--- src/rtl/serial_sub32_pkg.sv ---
// Shared definitions for the serial subtractor and the companion serial adder blocks.
package serial_sub32_pkg;

  localparam int DEFAULT_WIDTH = 32;

  typedef enum logic [1:0] {
    IDLE = 2'd0,
    RUN  = 2'd1,
    DONE = 2'd2
  } state_t;

endpackage

--- src/rtl/serial_sub32_if.sv ---
// Request/result bundle of the serial subtractor: operands and start in, status and results out.
interface serial_sub32_if
  import serial_sub32_pkg::*;
#(
  parameter int WIDTH = DEFAULT_WIDTH
) ();

  logic             start;
  logic [WIDTH-1:0] In1;
  logic [WIDTH-1:0] In2;
  logic             Bin;
  logic             busy;
  logic             done;
  logic [WIDTH-1:0] Diff;
  logic             Bout;
  logic             Zero;
  logic             Ovf;

  modport master (
    output start, In1, In2, Bin,
    input  busy, done, Diff, Bout, Zero, Ovf
  );

  modport slave (
    input  start, In1, In2, Bin,
    output busy, done, Diff, Bout, Zero, Ovf
  );

endinterface

--- src/rtl/FS_dataflow.sv ---
// 1-bit full subtractor: Diff = In1 - In2 - Bin, Bout set when the bit needs a borrow.
module FS_dataflow (
  input  logic In1,
  input  logic In2,
  input  logic Bin,
  output logic Diff,
  output logic Bout
);

  assign Diff = In1 ^ In2 ^ Bin;
  assign Bout = (~In1 & In2) | (~(In1 ^ In2) & Bin);

endmodule

--- src/rtl/serial_sub32.sv ---
// Bit-serial subtractor: one bit per clock, LSB first, results published together on DONE entry.
module serial_sub32
  import serial_sub32_pkg::*;
#(
  parameter int WIDTH = DEFAULT_WIDTH
) (
  input  logic                 clk,
  input  logic                 rst_n,
  serial_sub32_if.slave        bus
);

  localparam int             CW   = $clog2(WIDTH) + 1;
  localparam logic [CW-1:0]  LAST = CW'(WIDTH - 1);

  state_t           state;
  logic [CW-1:0]    cnt;
  logic             busy;
  logic             done;

  logic [WIDTH-1:0] a_sr;
  logic [WIDTH-1:0] b_sr;
  logic [WIDTH-2:0] diff_sr;
  logic             borrow;
  logic             a_msb;
  logic             b_msb;

  logic [WIDTH-1:0] diff_q;
  logic             bout_q;
  logic             zero_q;
  logic             ovf_q;

  logic             fs_diff;
  logic             fs_bout;
  logic             capture;
  logic             step;
  logic             last;
  logic [WIDTH-1:0] diff_full;

  assign capture   = (state == IDLE) && bus.start;
  assign step      = (state == RUN);
  assign last      = step && (cnt == LAST);
  assign diff_full = {fs_diff, diff_sr};

  FS_dataflow u_fs (
    .In1  (a_sr[0]),
    .In2  (b_sr[0]),
    .Bin  (borrow),
    .Diff (fs_diff),
    .Bout (fs_bout)
  );

  // NOTE: sequential state uses <= so every register samples pre-edge values.
  always_ff @(posedge clk or negedge rst_n) begin
    if (!rst_n) begin
      state <= IDLE;
      cnt   <= '0;
      busy  <= 1'b0;
      done  <= 1'b0;
    end else begin
      case (state)
        IDLE: begin
          done <= 1'b0;
          if (bus.start) begin
            state <= RUN;
            cnt   <= '0;
            busy  <= 1'b1;
          end
        end
        RUN: begin
          if (cnt == LAST) begin
            state <= DONE;
            busy  <= 1'b0;
            done  <= 1'b1;
          end else begin
            cnt <= cnt + 1'b1;
          end
        end
        DONE: begin
          state <= IDLE;
          done  <= 1'b0;
        end
        default: begin
          state <= IDLE;
          busy  <= 1'b0;
          done  <= 1'b0;
        end
      endcase
    end
  end

  // Operand shifters and borrow chain; the sign bits are kept aside for the overflow test.
  always_ff @(posedge clk or negedge rst_n) begin
    if (!rst_n) begin
      a_sr    <= '0;
      b_sr    <= '0;
      diff_sr <= '0;
      borrow  <= 1'b0;
      a_msb   <= 1'b0;
      b_msb   <= 1'b0;
    end else if (capture) begin
      a_sr   <= bus.In1;
      b_sr   <= bus.In2;
      borrow <= bus.Bin;
      a_msb  <= bus.In1[WIDTH-1];
      b_msb  <= bus.In2[WIDTH-1];
    end else if (step) begin
      a_sr    <= a_sr >> 1;
      b_sr    <= b_sr >> 1;
      borrow  <= fs_bout;
      diff_sr <= {fs_diff, diff_sr[WIDTH-2:1]};
    end
  end

  // Result register only moves on the last bit, so no partial difference is ever visible.
  always_ff @(posedge clk or negedge rst_n) begin
    if (!rst_n) begin
      diff_q <= '0;
      bout_q <= 1'b0;
      zero_q <= 1'b0;
      ovf_q  <= 1'b0;
    end else if (last) begin
      diff_q <= diff_full;
      bout_q <= fs_bout;
      zero_q <= (diff_full == '0);
      ovf_q  <= (a_msb != b_msb) && (fs_diff != a_msb);
    end
  end

  assign bus.busy = busy;
  assign bus.done = done;
  assign bus.Diff = diff_q;
  assign bus.Bout = bout_q;
  assign bus.Zero = zero_q;
  assign bus.Ovf  = ovf_q;

endmodule
--- src/flat_wrapper.sv ---
// flat-port wrapper written by rule: the top's interface ports become plain ports
module serial_sub32_flat import serial_sub32_pkg::*;
#(
  parameter int WIDTH = DEFAULT_WIDTH
)
  (clk, rst_n, bus_start, bus_In1, bus_In2, bus_Bin, bus_busy, bus_done, bus_Diff, bus_Bout, bus_Zero, bus_Ovf);
  serial_sub32_if #(.WIDTH(WIDTH)) bus_i ();
  input  logic clk;
  input  logic rst_n;
  input wire logic [$bits(bus_i.start)-1:0] bus_start;
  input wire logic [$bits(bus_i.In1)-1:0] bus_In1;
  input wire logic [$bits(bus_i.In2)-1:0] bus_In2;
  input wire logic [$bits(bus_i.Bin)-1:0] bus_Bin;
  output wire logic [$bits(bus_i.busy)-1:0] bus_busy;
  output wire logic [$bits(bus_i.done)-1:0] bus_done;
  output wire logic [$bits(bus_i.Diff)-1:0] bus_Diff;
  output wire logic [$bits(bus_i.Bout)-1:0] bus_Bout;
  output wire logic [$bits(bus_i.Zero)-1:0] bus_Zero;
  output wire logic [$bits(bus_i.Ovf)-1:0] bus_Ovf;
  assign bus_i.start = bus_start;
  assign bus_i.In1 = bus_In1;
  assign bus_i.In2 = bus_In2;
  assign bus_i.Bin = bus_Bin;
  assign bus_busy = bus_i.busy;
  assign bus_done = bus_i.done;
  assign bus_Diff = bus_i.Diff;
  assign bus_Bout = bus_i.Bout;
  assign bus_Zero = bus_i.Zero;
  assign bus_Ovf = bus_i.Ovf;
  serial_sub32 #(.WIDTH(WIDTH)) u_core (.clk(clk), .rst_n(rst_n), .bus(bus_i));
endmodule
--- config.mk ---
export PLATFORM = sky130hd
export DESIGN_NAME = serial_sub32_flat
export DESIGN_NICKNAME = d
export VERILOG_FILES = /design/src/rtl/serial_sub32_pkg.sv /design/src/rtl/serial_sub32_if.sv /design/src/rtl/FS_dataflow.sv /design/src/rtl/serial_sub32.sv /design/src/flat_wrapper.sv
export SDC_FILE = /design/constraint.sdc
export NUM_CORES = 1
export LEC_CHECK = 0
export CORE_ASPECT_RATIO = 0.75
export CORE_MARGIN = 1.5
export CORE_UTILIZATION = 50
export DETAILED_ROUTE_END_ITERATION = 6
export PLACE_DENSITY = 0.87
export SYNTH_ARGS = -nofsm -noshare
export SYNTH_HDL_FRONTEND = slang
export SYNTH_SLANG_ARGS = --single-unit
--- constraint.sdc ---
create_clock -name clk -period 3.7 [get_ports clk]
set_clock_uncertainty 0.05 [all_clocks]
set_input_delay 0.925 -clock clk [delete_from_list [all_inputs] [get_ports clk]]
set_output_delay 0.925 -clock clk [all_outputs]
set_load 0.02 [all_outputs]
==> results.json <==
{
  "dr_wl_met2_mm": 6.85,
  "initial_core_util": 0.521,
  "antenna_found_initial": 0,
  "layout_setup_ws_ns": 1.14,
  "gp_congestion": 0.842,
  "final_common_cell": "nand2_1",
  "layout_common_cells": "nand2_1, dfrtp_1, clkdlybuf4s50_1",
  "synth_cells": 569,
  "nFillCells": 864,
  "drive_gt1_frac": 0.125,
  "slew_headroom": 0.284,
  "firstDrtPassIters": 5,
  "ys_top_cells_by_area": "dfrtp_1, nand2_1, a22oi_1",
  "finalCritPeriodShare": 0.692,
  "period_minus_slack_ns": 2.56,
  "required_ns": 3.94,
  "post-cts-setup-buffers": 0,
  "portBuffers": 104,
  "tns_ns": 0,
  "power_density_mw_per_mm2": 790,
  "crit_arrival_ns": 2.80,
  "dpl.hpwl_mm": 8.81,
  "rows": 34,
  "grt_max_degree": 123,
  "yosysWarningCount": 0,
  "fp.dieW_um": 131,
  "clockBufferDepth": 2,
  "cts_tree": "done",
  "ant_nets": 0,
  "track_usage": 0.232,
  "numCtsBuffers": 17,
  "tightest_slew_ns": 1.07,
  "ys.flop_type": "dfrtp_1",
  "end_kind": "flop",
  "fin_nets": 729,
  "yosys.area.top_type": "dfrtp_1",
  "met1Wirelength_mm": 5.86,
  "drc_errors": 0,
  "ctsHoldBuffers": 0,
  "setup_violations": 0,
  "clkSinkCount": 143,
  "holdWs_ns": 0.432,
  "grt_setup_unrepaired": "false",
  "vdd_drop_max_mv": 0.438,
  "criticalPathCategory": "flop to flop",
  "yosysTopAreaCellShare": 0.585,
  "io_pins": 105,
  "routed_wl_mm": 13.9,
  "min_path_type": "flop to flop",
  "drt_iter0_markers": 465,
  "synth_edf_count": 0,
  "synth_area_mm2": 0.00612,
  "drv_cap": 0,
  "root_buffer": "clkbuf_16",
  "synth.distinct_cells": 34,
  "cts_resized": 0,
  "overflow": 0,
  "drt-wirelength-per-cell_um": 16.7,
  "grt_pass1_wl_mm": 23.2,
  "ys_seq_area_frac": 0.585,
  "synth_area_per_cell_um2": 10.8,
  "outcome": "completed",
  "clk_pin_slew_ns": 0.06,
  "cp_max_fo": 47,
  "die_y_um": 98.8,
  "pre_cts_ws_ns": 0.840,
  "worstSkewPairLatency_ns": 0.41,
  "maxSlewViolCount": 0,
  "critPathLaunchType": "flop",
  "synth_seq_cells": 143,
  "dr_wl_met3_mm": 1.07,
  "htree_levels": 4,
  "dieArea_mm2": 0.0129,
  "viasPerCell": 5.59,
  "grt_pass1_vias": 4601,
  "core-area_mm2": 0.0117,
  "timing.fmax_mhz": 391,
  "syn-num-nets": 639,
  "vias": 4664,
  "area_growth_pct": 28.0,
  "insertedDiodeCount": 0,
  "hold_viol": 0,
  "p_leak_uw": 0.00342,
  "routed.top_layer": "met4",
  "synthArstFlopShare": 1.00
}
[state kept, by name (all words and copies together), names as in the netlist]
signal	flops
u_core.a_msb	1
u_core.a_sr	32
u_core.b_msb	1
u_core.b_sr	32
u_core.borrow	1
u_core.bus.Bout	1
u_core.bus.Diff	32
u_core.bus.Ovf	1
u_core.bus.Zero	1
u_core.bus.busy	1
u_core.bus.done	1
u_core.cnt	6
u_core.diff_sr	31
u_core.state	2
[cells in the mapped netlist, types with 2 or more instances]
cell and number:
mux2_4 28, a22oi_1 62, dfrtp_1 143, o21ai_0 71
nand2_1 164, nand4_1 2, nand2b_1 2, clkbuf_1 17
nor4_1 8, nor2_1 4, buf_12 3, inv_1 8
buf_4 3, a21oi_1 5, o22ai_1 2, mux2_2 8
nor2b_1 7, buf_2 16
[kinds of logic after synthesis]
group           count (synthesis)  synth area share
compound gates                145             0.147
flops                         143             0.585
fa+ha+maj                       2           0.00532
mux                            37            0.0851
simple gates                  193             0.134
xor+xnor                        1           0.00143
buf+inv                        48            0.0427
[through the flow]
stage          utilization  cell area, um2  std cells  power (uW)
2_1_floorplan            -            6120        569        3720
4_1_cts              0.667            7830        834        6220
3_5_place_dp         0.615            7220        802        4450
3_3_place_gp         0.615            7220        802        4300
5_1_grt              0.667            7830        834        6560
6_report             0.667            7830        834        6180
[layout make-up]
type / instances / area, um2 / share of cell area
sequential: 143 / 3580 / 0.457
multi-input combinational: 378 / 2300 / 0.294
timing repair buffer: 111 / 1110 / 0.141
clock buffer: 19 / 443 / 0.0566
tap: 162 / 203 / 0.0259
clock inverter: 13 / 165 / 0.0211
inverter: 8 / 30.0 / 0.00384
[path summary, 6_finish.rpt]
path                                  from                   to  slack [ns]  cells past startpoint
max in group asynchronous            rst_n      u_core.a_sr[18]        2.13                      2
max reg2reg                u_core.state[0]  u_core.bus.Diff[31]        1.14                      3
max                        u_core.state[0]  u_core.bus.Diff[31]        1.14                      3
min in group asynchronous            rst_n  u_core.bus.Diff[22]        0.59                      1
min reg2reg                u_core.b_sr[13]      u_core.b_sr[13]        0.43                      2
min                        u_core.b_sr[13]      u_core.b_sr[13]        0.43                      2
[power breakdown]
group	internal (uW)	total, uW	switching [uW]	leakage (uW)
clock network	1080	1730	655	0.000285
registers	2170	2690	524	0.00188
logic	895	1760	863	0.00126
[critical path: stages, from the launching register on]
cell	delay, ns
dfrtp_2	0.92
nand2b_1	0.31
nor2_8	0.70
mux2_2	0.42
[routing by layer]
layer  global-route usage  up-vias
met3               0.0608       16
met4               0.0549        0
met2                0.368      203
li1                     -     2148
met1                0.323     2297
met5                    0        -
Power figures use the tool's default switching activity.
